### config.mk
export PLATFORM = sky130hd
export DESIGN_NAME = uart_frame_parser
export DESIGN_NICKNAME = d
export VERILOG_FILES = /design/src/rtl/uart_frame_parser.sv
export SDC_FILE = /design/constraint.sdc
export NUM_CORES = 1
export LEC_CHECK = 0
export ABC_AREA = 1
export BUFFER_PORTS_ARGS = -buffer_cell sky130_fd_sc_hd__buf_4
export CORE_ASPECT_RATIO = 1.75
export CORE_MARGIN = 2
export CORE_UTILIZATION = 45
export CTS_BUF_LIST = sky130_fd_sc_hd__clkbuf_8
export DETAILED_ROUTE_END_ITERATION = 7
export PLACE_DENSITY = 0.65
export SLEW_MARGIN = 20
export SYNTH_ARGS = -nofsm -noshare
export SYNTH_HDL_FRONTEND = slang
export SYNTH_SLANG_ARGS = --single-unit
### constraint.sdc
create_clock -name clk -period 3 [get_ports clk]
set_clock_uncertainty 0.05 [all_clocks]
set_input_delay 0 -clock clk [delete_from_list [all_inputs] [get_ports clk]]
set_output_delay 0 -clock clk [all_outputs]
set_load 0.1 [all_outputs]
### src/rtl/uart_frame_parser.sv
// Parses {HDR_BYTE, LEN} + LEN payload words + XOR checksum from a registered-read RX FIFO.
// One pop in flight at most; payload held on out_data until out_ready; idle timeout aborts frames.
module uart_frame_parser #(
  parameter logic [7:0] HDR_BYTE = 8'hA5,
  parameter int         MAX_LEN  = 8,
  parameter int         TIMEOUT  = 50000
) (
  input  logic        clk,
  input  logic        rst,
  input  logic        fifo_empty,
  output logic        fifo_rd_en,
  input  logic [15:0] fifo_rd_data,
  output logic [15:0] out_data,
  output logic        out_valid,
  input  logic        out_ready,
  output logic        out_last,
  output logic        frame_done,
  output logic        frame_err,
  output logic [1:0]  err_code,
  output logic [15:0] ok_cnt,
  output logic [15:0] bad_cnt
);

  localparam int IW = $clog2(TIMEOUT + 1);

  typedef enum logic [1:0] {HUNT, PAYLOAD, CHECK} state_t;

  state_t          state;
  logic            pend;
  logic [15:0]     acc;
  logic [3:0]      rem;
  logic [IW-1:0]   idle_cnt;
  logic            timeout_hit;
  logic [7:0]      hdr_len;

  assign hdr_len = fifo_rd_data[7:0];

  // A pop is only issued when the output slot will be free by the time its data returns.
  assign fifo_rd_en = !rst && !fifo_empty && !pend && (!out_valid || out_ready);

  assign timeout_hit = (state != HUNT) && !pend && !fifo_rd_en &&
                       (idle_cnt == IW'(TIMEOUT - 1));

  always_ff @(posedge clk or posedge rst) begin
    if (rst) begin
      state      <= HUNT;
      pend       <= 1'b0;
      acc        <= '0;
      rem        <= '0;
      idle_cnt   <= '0;
      out_data   <= '0;
      out_valid  <= 1'b0;
      out_last   <= 1'b0;
      frame_done <= 1'b0;
      frame_err  <= 1'b0;
      err_code   <= '0;
      ok_cnt     <= '0;
      bad_cnt    <= '0;
    end else begin
      frame_done <= 1'b0;
      frame_err  <= 1'b0;
      pend       <= fifo_rd_en;

      if (out_valid && out_ready) begin
        out_valid <= 1'b0;
        out_last  <= 1'b0;
      end

      if (fifo_rd_en || state == HUNT)
        idle_cnt <= '0;
      else
        idle_cnt <= idle_cnt + 1'b1;

      if (pend) begin
        case (state)
          HUNT: begin
            if (fifo_rd_data[15:8] == HDR_BYTE) begin
              if (hdr_len == 8'd0 || hdr_len > 8'(MAX_LEN)) begin
                frame_err <= 1'b1;
                err_code  <= 2'b01;
                if (bad_cnt != 16'hFFFF) bad_cnt <= bad_cnt + 16'd1;
              end else begin
                rem   <= hdr_len[3:0];
                acc   <= '0;
                state <= PAYLOAD;
              end
            end
          end
          PAYLOAD: begin
            out_data  <= fifo_rd_data;
            out_valid <= 1'b1;
            out_last  <= (rem == 4'd1);
            acc       <= acc ^ fifo_rd_data;
            rem       <= rem - 4'd1;
            if (rem == 4'd1) state <= CHECK;
          end
          CHECK: begin
            if (fifo_rd_data == acc) begin
              frame_done <= 1'b1;
              if (ok_cnt != 16'hFFFF) ok_cnt <= ok_cnt + 16'd1;
            end else begin
              frame_err <= 1'b1;
              err_code  <= 2'b10;
              if (bad_cnt != 16'hFFFF) bad_cnt <= bad_cnt + 16'd1;
            end
            state <= HUNT;
          end
          default: state <= HUNT;
        endcase
      end else if (timeout_hit) begin
        // A word already sitting in the output register still drains normally.
        frame_err <= 1'b1;
        err_code  <= 2'b11;
        if (bad_cnt != 16'hFFFF) bad_cnt <= bad_cnt + 16'd1;
        state     <= HUNT;
        idle_cnt  <= '0;
      end
    end
  end

endmodule
# Yosys cells after proc, flatten, opt, wreduce, memory -nomap -nowiden
# Cells that the tools add are included.
classes:
  add_sub_neg: 4
  order_cmp: 1
  n_eq_ne: 16
  mux: 43
  bitwise_logic: 1
  reduce_logical: 25
op_table:
  columns: ["op", "count"]
  rows:
  - ["16-bit two-way mux", 11]
  - ["16-bit case mux with 2 select lines", 2]
  - ["16-bit by 1-bit adder with 16-bit output (second input constant)", 3]
  - ["16-bit != test (second input constant)", 2]
  - ["2-bit two-way mux", 10]
  - ["16-bit equality test", 1]
  - ["16-bit equality test (second input constant)", 1]
  - ["16-bit bitwise XOR", 1]
  - ["1-bit two-way mux", 14]
  - ["4-bit AND reduction", 3]
  - ["3-bit != test (second input constant)", 3]
  - ["8-bit equality test (second input constant)", 1]
  - ["8-bit by 4-bit greater-than comparator with 1-bit output (second input constant)", 1]
  - ["8-bit zero test", 1]
  - ["4-bit two-way mux", 2]
  - ["2-bit case mux with 2 select lines", 2]
  - ["4-bit case mux with 2 select lines", 1]
  - ["1-bit logical AND", 7]
  - ["3-bit by 2-bit != test with 1-bit output (second input constant)", 2]
  - ["2-bit nonzero test", 3]
  - ["1-bit zero test", 5]
  - ["5-bit AND reduction", 1]
  - ["4-bit by 1-bit equality test with 1-bit output (second input constant)", 1]
  - ["4-bit by 1-bit subtractor with 4-bit output (second input constant)", 1]
  - ["other kinds (9)", 11]
totals:
  reg_bits: 93
  in_bits: 20
  output_inout_bits: 55
  wordCells: 103

# Depth between registers and ports, before layout
# Gate-level depths: netlist of run 1.
depth:
  word_depth: 9
  depth_mapped: 12
  mapped_depth_nobuf: 11

# Worst setup path after synthesis of run 1
# No wires, ideal clock.
synth_timing:
  path_kind: "reg2reg"
  startpoint: "register ok_cnt[0]"
  endpoint: "register ok_cnt[10]"
  setup_ns: 0.067
  arrival_ns: 2.289
  required_ns: 2.883
  slack_ns: 0.594
  path_stages_with_launch: 9
  n_path_buf: 1
  synth_period_minus_slack_ns: 2.406
  cell_sequence: "dfrtp_1 > ha_1 > nand3_1 > inv_1 > nand4_1 > nand2_2 > buf_2 > nand2_1 > nand2_1"
synth_via:
  elab_chain_cells: 2
  elab_cells_between_ends: 3
  cone_classes: "add/sub (1); eq/ne (1); reduce/logical (1)"
synth_rtl:
  columns: ["item", "line_no", "rtl"]
  rows:
  - ["start, declared", "20", "output logic [15:0] ok_cnt,"]
  - ["start signal, assigned", "100", "if (ok_cnt != 16'hFFFF) ok_cnt <= ok_cnt + 16'd1;"]
  - ["parallel branches: the longest is 2 deep, another holds 16-bit by 1-bit adder with 16-bit output", null, null]
# Several ways; the timed one is not identified.
# A chain may end at the register's enable or synchronous reset.

# Worst setup path after layout of run 1
layout_timing:
  startpoint: "register idle_cnt[0]"
  endpoint: "register bad_cnt[15]"
layout_via:
  elab_chain_cells: 4
layout_rtl:
  columns: ["item", "line_no", "rtl"]
  rows:
  - ["start, declared", "32", "logic [IW-1:0] idle_cnt;"]
  - ["start signal, assigned", "72", "idle_cnt <= idle_cnt + 1'b1;"]
  - ["16-bit equality test", "42", "(idle_cnt == IW'(TIMEOUT - 1));"]
  - ["1-bit logical AND", "41", "assign timeout_hit = (state != HUNT) && !pend && !fifo_rd_en &&"]
  - ["2-bit nonzero test (no source line)", null, null]
  - ["5-bit AND reduction (no source line)", null, null]
  - ["end signal, assigned", "81", "if (bad_cnt != 16'hFFFF) bad_cnt <= bad_cnt + 16'd1;"]
  - ["end signal, assigned", "104", "if (bad_cnt != 16'hFFFF) bad_cnt <= bad_cnt + 16'd1;"]
  - ["end signal, assigned", "114", "if (bad_cnt != 16'hFFFF) bad_cnt <= bad_cnt + 16'd1;"]
  - ["end, declared", "21", "output logic [15:0] bad_cnt"]
# No other way between the ends.

==> results.sh, run 1 <==
export IMPL_run_status="finished clean"
export IMPL_number_of_antenna_violations_at_the_first_check_in_global_routing=0
export IMPL_die_h_um=144
export IMPL_path_clk_slew_ns=0.08
export IMPL_timing_hold_violations_final=0
export IMPL_share_clk_of_total_power_pct=21.3
export IMPL_worstSetupEndpointType="register"
export IMPL_max_slew_margin_pct=56.0
export IMPL_route_antenna_remaining_nets=0
export IMPL_cts_setup_buffers=0
export IMPL_clock_latency_reported_for_the_late_side_of_the_worst_skew_pair_ns=0.37
export IMPL_setup_worst_path_start="idle_cnt[0]"
export IMPL_cts_sinks=93
export IMPL_cap_viol_max_count=0
export IMPL_rsz0062_at_grt="no"
export IMPL_areaGrowthSynthToFinish_pct=22.0
export IMPL_dr_pass1_iters=5
export IMPL_cts_root_buf="sky130_fd_sc_hd__clkbuf_8"
export IMPL_critPathMaxFanout=17
export IMPL_netSwitchingFraction_pct=47.0
export IMPL_wire_length_on_met3_um=398
export IMPL_placed_cell_area_um2=5690
export IMPL_sequentialPowerShare_pct=36.3
export IMPL_cellInternalPower_mw=2.37
export IMPL_crit_path_end="bad_cnt[15]"
export IMPL_core_rowCount=51
export IMPL_initialDrtViolationCount=222
export IMPL_initial_core_util_pct=45.6
export IMPL_layout_commonest_cell="sky130_fd_sc_hd__nand2_1"
export IMPL_grt_overflow_total=0
export IMPL_cp_start_kind="register"
export IMPL_avgSynthCellArea_um2=7.55
export IMPL_num_vias=4542
export IMPL_route_top_layer_used="met4"
export IMPL_final_setup_tns_ns=0
export IMPL_ir_worst_vdd_uv=707
export IMPL_wl_um=11900
export IMPL_dr_drc_count=0
export IMPL_final_layout_size_suffix_gt1_share_pct=14.7
export IMPL_routedLengthMet1_um=4960
export IMPL_avgRoutedWirePerCell_um=13.4
export IMPL_synth_lib_cells_used_distinct=30
export IMPL_power_per_cell_area_nw_per_um2=731
export IMPL_final_design_instance_area_without_fill_um2=6110
export IMPL_nNetsFinal=781
export IMPL_hold_path_class="in -> async"
export IMPL_power_frac_comb_pct=42.4
export IMPL_post_cts_resized=0
export IMPL_place_hpwl_um=8730
export IMPL_whs_ns=0.181
export IMPL_crit_type="reg -> reg"
export IMPL_met2RoutedLength_um=6280
export IMPL_grt_max_degree=40
export IMPL_fp_coreArea_um2=11000
export IMPL_syn_area_um2=5010
export IMPL_port_buffer_count=74
export IMPL_worst_ep_required_time_ns=3.20
export IMPL_r2r_end="bad_cnt[15]"
export IMPL_synth_net_count=688
export IMPL_die_area_um2=12000
export IMPL_grt_first_pass_wirelength_um=20400
export IMPL_worstRegToRegCells=10
export IMPL_yosysSeqAreaShare_pct=46.5
export IMPL_vias_in_the_first_global_route=4436
export IMPL_layout_common_cells="sky130_fd_sc_hd__nand2_1 (207), sky130_fd_sc_hd__dfrtp_1 (93), sky130_fd_sc_hd__buf_4 (81), sky130_fd_sc_hd__nor2_1 (75), sky130_fd_sc_hd__inv_1 (63)"
export IMPL_chipWidth_um=83.8
export IMPL_report_power_total_mw=4.47
export IMPL_timing_fmax_mhz=451
export IMPL_switchingPower_mw=2.10
export IMPL_cts_root_to_sink_buffers=2
export IMPL_cts_buffers=9
export IMPL_static_leakage_power_nw=3.06
export IMPL_tritoncts="yes"
export IMPL_reg2reg_setup_slack_ns=0.78
export IMPL_htreeDepth=3
export IMPL_worstPathArrival_ns=2.42
export IMPL_global_route_usage_total_pct=21.1
export IMPL_worstMarginPinSlew_ns=0.659
export IMPL_r2r_start="idle_cnt[0]"
export IMPL_drv_slew=0
export IMPL_ys_warnings_count=0
export IMPL_avgViaCountPerCell=5.09
export IMPL_report_final_setup_viol=0
export IMPL_ios=75
export IMPL_layout_worst_path_cycle_share_pct=73.8
export IMPL_num_antenna_cells=0
export IMPL_netlist_instances=663
export IMPL_layout_min_cycle_time_ns=2.22
export IMPL_total_of_fill_cells_in_the_finished_design=1040
export IMPL_gp_congestion=0.888
export IMPL_ys_seq_elements=93
## layer usage
metal | vias up | track usage [%]
met2 | 93 | 37.4
li1 | 2306 | -
met5 | - | 0
met4 | 0 | 9.25
met3 | 19 | 4.31
met1 | 2124 | 24.5
## cell families after synthesis
logic type	after synthesis	synth area share (%)
buf+inv	88	7.07
xor+xnor	34	5.95
compound gates	50	5.37
fa+ha+maj	5	1.25
flops	93	46.5
simple gates	393	33.9
## worst min path at each step
stage	startpoint	end	slack (ns)	cells after the start
global route	rst	idle_cnt[12]	0.20	3
global placement	rst	idle_cnt[14]	0.01	2
CTS	rst	acc[6]	0.17	3
finish	rst	idle_cnt[12]	0.18	3
detailed placement	rst	idle_cnt[14]	0.01	2
floorplan	fifo_rd_data[11]	out_data[11]	0.07	2
## Yosys cell counts (all sizes together)
master / number / share of area (%)
a21boi: 1 / 0.15
a21oi: 2 / 0.42
a31oi: 1 / 0.12
buf: 10 / 1.2
clkbuf: 8 / 0.60
dfrtp: 93 / 46
ha: 5 / 1.2
inv: 70 / 5.2
nand2: 208 / 16
nand3: 61 / 6.5
nand3b: 1 / 0.15
nand4: 28 / 3.5
nor2: 76 / 5.8
nor3: 14 / 1.4
nor3b: 4 / 0.70
o21a: 1 / 0.15
o21ai: 44 / 4.4
o22ai: 1 / 0.12
or2: 1 / 0.12
xnor2: 17 / 3.0
xor2: 17 / 3.0
## timing repair
item | CTS | global route
endpoints found under the hold margin | 71 | 0
setup endpoints to repair | 0 | 0
hold buffers | 19 | 0
## worst max-delay path: stages (launching register included)
cell and delay (ns):
sky130_fd_sc_hd__dfrtp_1 0.38, sky130_fd_sc_hd__ha_1 0.17, sky130_fd_sc_hd__nand2_1 0.10, sky130_fd_sc_hd__nor2_4 0.17
sky130_fd_sc_hd__nand3_2 0.07, sky130_fd_sc_hd__nor2_1 0.12, sky130_fd_sc_hd__nand2_1 0.11, sky130_fd_sc_hd__a21oi_4 0.42
sky130_fd_sc_hd__nand3_4 0.29, sky130_fd_sc_hd__nand2_1 0.16, sky130_fd_sc_hd__nand2_1 0.07
## power by group through the flow
| stage | combinational (mW) | sequential [mW] | clock (mW) |
|---|---|---|---|
| after global placement | 1.86 | 1.64 | 0 |
| final | 1.89 | 1.62 | 0.952 |
| after CTS | 1.90 | 1.62 | 0.979 |
| after detailed placement | 1.88 | 1.65 | 0 |
| after floorplan | 0.393 | 2.71 | 0 |
| after global routing | 2.00 | 1.66 | 1.03 |
## through the flow
step,std cells,setup slack (ns),util (%)
floorplan,663,0.530,-
global placement,858,0.902,51.9
detailed placement,858,0.815,51.9
CTS,893,0.770,55.7
global route,893,0.516,55.7
finish,893,0.785,55.7
## sequential cells by signal (all words and copies together), names as in the netlist
signal / flops
out_data: 16
err_code: 2
pend: 1
out_last: 1
ok_cnt: 16
rem: 4
idle_cnt: 16
acc: 16
state: 2
frame_err: 1
bad_cnt: 16
frame_done: 1
out_valid: 1
## final cells by class
cell class | count | area (µm²) | area share [%]
repair buffers | 100 | 798 | 13.1
multi-input cells | 482 | 2330 | 38.1
clock buffers | 11 | 151 | 2.48
flip-flops and latches | 93 | 2330 | 38.1
well taps | 132 | 165 | 2.70
clock inverters | 5 | 75.1 | 1.23
inverters | 70 | 265 | 4.34
Note: power is estimated with default switching activity, not from simulation.
==> run 2, diff against run 1 <==
- clock period: 3 -> 2.29 ns (I/O delays scaled with it)
==> run 2 against run 1 <==
- first-iteration DRC count shrank 8.6%
- sequential cell count is the same
- via count shrank 0.90%
- sequential power grew 31%
- register-to-register slack lost 0.31 ns
- combinational power grew 31%
- maximum frequency grew 22%
- sequential share of layout area shrank 0.058 points
- count of clock-buffer cells in the layout shrank 2
- cell count grew 0.34%
- design area grew 0.37%
- critical path depth is the same
- critical path type unchanged
- largest cell class unchanged
- largest power group unchanged
==> results.sh, run 2 (synthesis gave the netlist of run 1 again) <==
export IMPL_cts_sinks=93
export IMPL_ios=75
export IMPL_global_route_usage_total_pct=21.0
export IMPL_critical_path_top_cell_by_count="sky130_fd_sc_hd__nand2_1"
export IMPL_layout_min_cycle_time_ns=1.81
export IMPL_cts_root_to_sink_buffers=2
export IMPL_initialDrtViolationCount=203
export IMPL_num_vias=4501
export IMPL_dr_pass1_iters=5
export IMPL_crit_type="reg -> reg"
export IMPL_max_slew_margin_pct=73.1
export IMPL_die_h_um=144
export IMPL_critical_path_buf_inv_count=1
export IMPL_timing_fmax_mhz=552
export IMPL_grt_max_degree=64
export IMPL_route_antenna_remaining_nets=0
export IMPL_dr_drc_count=0
export IMPL_areaGrowthSynthToFinish_pct=22.4
export IMPL_static_leakage_power_nw=3.07
export IMPL_num_antenna_cells=0
export IMPL_layout_common_cells="sky130_fd_sc_hd__nand2_1 (207), sky130_fd_sc_hd__dfrtp_1 (89), sky130_fd_sc_hd__buf_4 (83), sky130_fd_sc_hd__nor2_1 (75), sky130_fd_sc_hd__inv_1 (64)"
export IMPL_number_of_antenna_violations_at_the_first_check_in_global_routing=0
export IMPL_wl_um=11800
export IMPL_worstPathArrival_ns=2.07
export IMPL_report_final_setup_viol=0
export IMPL_ir_worst_vdd_uv=964
export IMPL_vias_in_the_first_global_route=4416
export IMPL_initial_core_util_pct=45.6
export IMPL_path_clk_slew_ns=0.09
export IMPL_hold_path_class="in -> async"
export IMPL_worstMarginPinSlew_ns=0.402
export IMPL_final_setup_tns_ns=0
export IMPL_post_cts_resized=0
export IMPL_rsz0062_at_grt="no"
export IMPL_layout_worst_path_cycle_share_pct=79.2
export IMPL_place_hpwl_um=8620
export IMPL_final_layout_size_suffix_gt1_share_pct=15.4
export IMPL_fin_cells=896
export IMPL_worst_path_cell_trace="ha_1 > nand2_1 > nor2_4 > nand3_2 > nor2_1 > nand2_1 > a21oi_4 > buf_4 > nand4_1 > nand2_1"
export IMPL_cap_viol_max_count=0
export IMPL_placed_cells_incl_taps=861
export IMPL_cp_start_kind="register"
export IMPL_clock_latency_reported_for_the_late_side_of_the_worst_skew_pair_ns=0.37
export IMPL_nNetsFinal=784
export IMPL_avgRoutedWirePerCell_um=13.1
export IMPL_run_status="finished clean"
export IMPL_port_buffer_count=74
export IMPL_power_per_cell_area_nw_per_um2=945
export IMPL_drv_slew=0
export IMPL_die_area_um2=12000
export IMPL_core_rowCount=51
export IMPL_grt_first_pass_wirelength_um=20500
export IMPL_critPathMaxFanout=16
export IMPL_worst_ep_required_time_ns=2.55
export IMPL_critical_path_top_delay_family="simple AND/OR/NAND/NOR gates"
export IMPL_cts_root_buf="sky130_fd_sc_hd__clkbuf_8"
export IMPL_critical_path_max_stage_delay_ns=0.38
export IMPL_layout_commonest_cell="sky130_fd_sc_hd__nand2_1"
export IMPL_worstSetupEndpointType="register"
export IMPL_avgViaCountPerCell=5.02
export IMPL_fp_coreArea_um2=11000
export IMPL_total_of_fill_cells_in_the_finished_design=1074
export IMPL_timing_hold_violations_final=0
export IMPL_chipWidth_um=83.8
export IMPL_cts_buffers=9
export IMPL_gp_congestion=0.953
export IMPL_htreeDepth=3
export IMPL_grt_overflow_total=0
export IMPL_tritoncts="yes"
export IMPL_cpMaxStageDelayCell="sky130_fd_sc_hd__dfrtp_1"
[run 2: cell count changes in the layout (fill, tap and decap cells not counted), sizes merged]
cell      previous run  this run
clkbuf              11         9
clkinv               0         1
clkinvlp             1         2
buf                 81        84
[run 2: final cells by class]
type | count | area, µm² | area share (%)
Sequential cell | 93 | 2330 | 38.0
Multi-Input combinational cell | 482 | 2330 | 38.0
Timing Repair Buffer | 103 | 833 | 13.6
Inverter | 70 | 267 | 4.35
Tap cell | 132 | 165 | 2.69
Clock buffer | 9 | 124 | 2.02
Clock inverter | 7 | 83.8 | 1.37
[run 2: tightest hold or removal path: stages]
cell                            delay [ns]
sky130_fd_sc_hd__dlygate4sd3_1        0.53
sky130_fd_sc_hd__buf_4                0.14
sky130_fd_sc_hd__clkinvlp_4           0.12
[run 2: what timing repair did]
item	CTS	global route
hold endpoints to repair	130	0
hold buffers	19	0
buffers inserted	0	0
[run 2: power breakdown]
| part | leakage (nW) | internal (mW) | switching, mW |
|---|---|---|---|
| logic | 1.72 | 0.520 | 1.96 |
| registers | 1.23 | 1.92 | 0.206 |
| clock network | 0.113 | 0.602 | 0.581 |
| total | 3.07 | 3.05 | 2.75 |
[run 2: per-stage QoR]
| step | instance area, µm² | hold slack (ns) | total power, mW | setup WS, ns | utilization [%] |
|---|---|---|---|---|---|
| final | 6130 | 0.0246 | 5.79 | 0.477 | 55.9 |
| after global routing | 6130 | 0.0224 | 6.08 | 0.271 | 55.9 |
| after CTS | 6130 | 0.0153 | 5.84 | 0.458 | 55.9 |
| after detailed placement | 5730 | -0.133 | 4.62 | 0.472 | 52.2 |
| after global placement | 5730 | -0.135 | 4.59 | 0.549 | 52.2 |
| after floorplan | 5020 | 0.0673 | 4.07 | 0.0455 | - |
[run 2: path summary, 6_finish.rpt]
check / from / endpoint / slack, ns / depth (start not counted)
worst max-delay path: idle_cnt[0] / bad_cnt[1] / 0.48 / 10
worst min-delay path: rst / frame_err / 0.02 / 3
worst max register to register: idle_cnt[0] / bad_cnt[1] / 0.48 / 10
worst min register to register: idle_cnt[0] / idle_cnt[0] / 0.42 / 1
max in group asynchronous: rst / bad_cnt[1] / 1.59 / 4
min in group clk: fifo_rd_data[11] / out_data[11] / 0.37 / 4
[run 2: metal layers]
layer,vias up,GRT usage [%],routed length (µm)
met5,-,0,0
met4,0,8.15,277
met3,18,4.65,442
met2,91,37.2,6210
met1,2090,24.6,4840
li1,2302,-,-
==> run 3, diff against run 2 <==
- clock period: 2.29 -> 1.7 ns (I/O delays scaled with it)
==> run 3 against run 2 <==
- the flow now finishes with violations (setup timing)
- highest routed layer unchanged
- combinational power grew 42%
- sequential power up 36%
- hold slack improved by 0.12 ns
- routed wire length grew 9.7%
- largest cell class is now multi-input gates
- critical endpoint unchanged
==> results.sh, run 3 (synthesis gave the netlist of run 1 again) <==
export IMPL_placed_cell_area_um2=6010
export IMPL_grt_first_pass_wirelength_um=20500
export IMPL_whs_ns=0.140
export IMPL_cap_viol_max_count=0
export IMPL_cp_start_kind="register"
export IMPL_grt_busiest_layer="met2"
export IMPL_fp_coreArea_um2=11000
export IMPL_die_area_um2=12000
export IMPL_gr_usage_met3_pct=3.04
export IMPL_crit_type="reg -> reg"
export IMPL_layout_min_cycle_time_ns=1.75
export IMPL_fin_cells=931
export IMPL_worstSetupEndpointType="register"
export IMPL_tritoncts="yes"
export IMPL_num_vias=4771
export IMPL_report_power_total_mw=8.11
export IMPL_critPathMaxFanout=8
export IMPL_grt_max_degree=50
export IMPL_layout_common_cells="sky130_fd_sc_hd__nand2_1 (194), sky130_fd_sc_hd__buf_4 (109), sky130_fd_sc_hd__nor2_1 (67), sky130_fd_sc_hd__dfrtp_1 (61), sky130_fd_sc_hd__inv_1 (57)"
export IMPL_route_antenna_remaining_nets=0
export IMPL_post_route_worst_setup_slack_ns=-0.0541
export IMPL_finalCoreUtilization_pct=61.6
export IMPL_report_final_setup_viol=16
export IMPL_cts_root_to_sink_buffers=2
export IMPL_netSwitchingFraction_pct=47.6
export IMPL_initialDrtViolationCount=202
export IMPL_ios=75
export IMPL_number_of_antenna_violations_at_the_first_check_in_global_routing=0
export IMPL_dr_drc_count=0
export IMPL_clock_latency_reported_for_the_late_side_of_the_worst_skew_pair_ns=0.38
export IMPL_path_clk_slew_ns=0.09
export IMPL_core_rowCount=51
export IMPL_timing_fmax_mhz=570
export IMPL_total_of_fill_cells_in_the_finished_design=994
export IMPL_multi_input_comb_area_um2=2540
export IMPL_worstPathArrival_ns=1.96
export IMPL_final_layout_size_suffix_gt1_share_pct=27.9
export IMPL_use_met2_pct=39.5
export IMPL_cts_buffers=9
export IMPL_register_area_um2=2370
export IMPL_avgRoutedWirePerCell_um=13.9
export IMPL_initial_core_util_pct=45.6
export IMPL_dp_worst_slack_ns=-0.0280
export IMPL_cellInternalPower_mw=4.25
export IMPL_share_clk_of_total_power_pct=21.1
export IMPL_static_leakage_power_nw=3.24
export IMPL_port_buffer_count=74
export IMPL_layout_commonest_cell="sky130_fd_sc_hd__nand2_1"
export IMPL_num_antenna_cells=0
export IMPL_vias_in_the_first_global_route=4641
export IMPL_switchingPower_mw=3.86
export IMPL_max_slew_margin_pct=69.7
export IMPL_ir_worst_vdd_uv=2070
export IMPL_gp_congestion=0.873
export IMPL_cts_sinks=93
export IMPL_htreeDepth=3
export IMPL_timing_hold_violations_final=0
export IMPL_worstMarginPinSlew_ns=0.453
export IMPL_rsz0062_at_grt="yes"
export IMPL_layout_worst_path_cycle_share_pct=103
export IMPL_final_setup_tns_ns=-0.394
export IMPL_chipWidth_um=83.8
export IMPL_dr_pass1_iters=4
export IMPL_failed_checks="setup timing"
export IMPL_power_per_cell_area_nw_per_um2=1200
export IMPL_power_frac_comb_pct=43.3
export IMPL_sequentialPowerShare_pct=35.7
export IMPL_drv_slew=0
export IMPL_grt_overflow_total=0
export IMPL_place_hpwl_um=9050
export IMPL_gr_usage_met1_pct=23.0
export IMPL_global_route_usage_total_pct=20.9
export IMPL_nNetsFinal=819
export IMPL_avgViaCountPerCell=5.12
export IMPL_die_h_um=144
export IMPL_areaGrowthSynthToFinish_pct=34.9
export IMPL_final_design_instance_area_without_fill_um2=6760
export IMPL_wl_um=12900
export IMPL_worst_ep_required_time_ns=1.91
export IMPL_run_status="complete, but fails checks"
export IMPL_cts_root_buf="sky130_fd_sc_hd__clkbuf_8"
export IMPL_placed_cells_incl_taps=882
export IMPL_hold_path_class="in -> reg"
==> run 3: cell types whose count changed in the layout (fill, tap and decap cells not counted), sizes merged <==
cell,previous run,this run
buf,84,115
clkbuf,9,12
clkinvlp,2,3
inv,72,71
nand3,61,62
==> run 3: path summary, 6_finish.rpt <==
kind                            startpoint          end  slack, ns  depth (start not counted)
max                            idle_cnt[1]   bad_cnt[1]      -0.05                         11
min                        fifo_rd_data[3]      acc[11]       0.14                          7
max reg2reg                    idle_cnt[1]   bad_cnt[1]      -0.05                         11
min reg2reg                    out_data[5]  out_data[5]       0.44                          2
max in group asynchronous              rst  bad_cnt[14]       0.74                          4
min in group asynchronous              rst   ok_cnt[12]       0.15                          3
==> run 3: layout make-up <==
class                      instances  area share, %
multi-input combinational        483           37.6
sequential                        93           35.0
timing repair buffer             137           17.5
inverter                          70           4.07
tap                              132           2.44
clock buffer                       9           1.83
clock inverter                     7           1.52
==> run 3: timing repair <==
| item | 4_1_cts | 5_1_grt |
|---|---|---|
| hold buffers | 19 | 0 |
| pin swaps | 0 | 11 |
| hold endpoints to repair | 102 | 0 |
| setup endpoints to repair | 23 | 69 |
| gates cloned | 0 | 4 |
| gates resized for setup | 5 | 42 |
| buffers inserted | 0 | 10 |
==> run 3: worst max-delay path: stages (launching register included) <==
cell and delay, ns:
sky130_fd_sc_hd__dfrtp_1 0.37, sky130_fd_sc_hd__ha_2 0.19, sky130_fd_sc_hd__nand2_2 0.07, sky130_fd_sc_hd__nor2_4 0.10, sky130_fd_sc_hd__nand3_2 0.07, sky130_fd_sc_hd__nor2_2 0.10, sky130_fd_sc_hd__nand2_2 0.09, sky130_fd_sc_hd__a21oi_4 0.17
sky130_fd_sc_hd__buf_6 0.13, sky130_fd_sc_hd__nand3_4 0.14, sky130_fd_sc_hd__nand2_2 0.11, sky130_fd_sc_hd__nand2_1 0.05
==> run 3: power by group through the flow <==
| stage | sequential, mW | clock (mW) | combinational, mW |
|---|---|---|---|
| floorplan | 4.81 | 0 | 0.715 |
| global placement | 2.92 | 0 | 3.35 |
| detailed placement | 2.93 | 0 | 3.39 |
| CTS | 2.89 | 1.75 | 3.43 |
| global route | 2.95 | 1.84 | 3.71 |
| finish | 2.89 | 1.71 | 3.51 |
==> run 3: layer usage <==
metal	routed length, µm	share of wire [%]	vias up
met3	459	3.6	27
li1	-	-	2391
met1	5040	39	2247
met2	7040	55	106
met4	361	2.8	0
met5	0	0	-
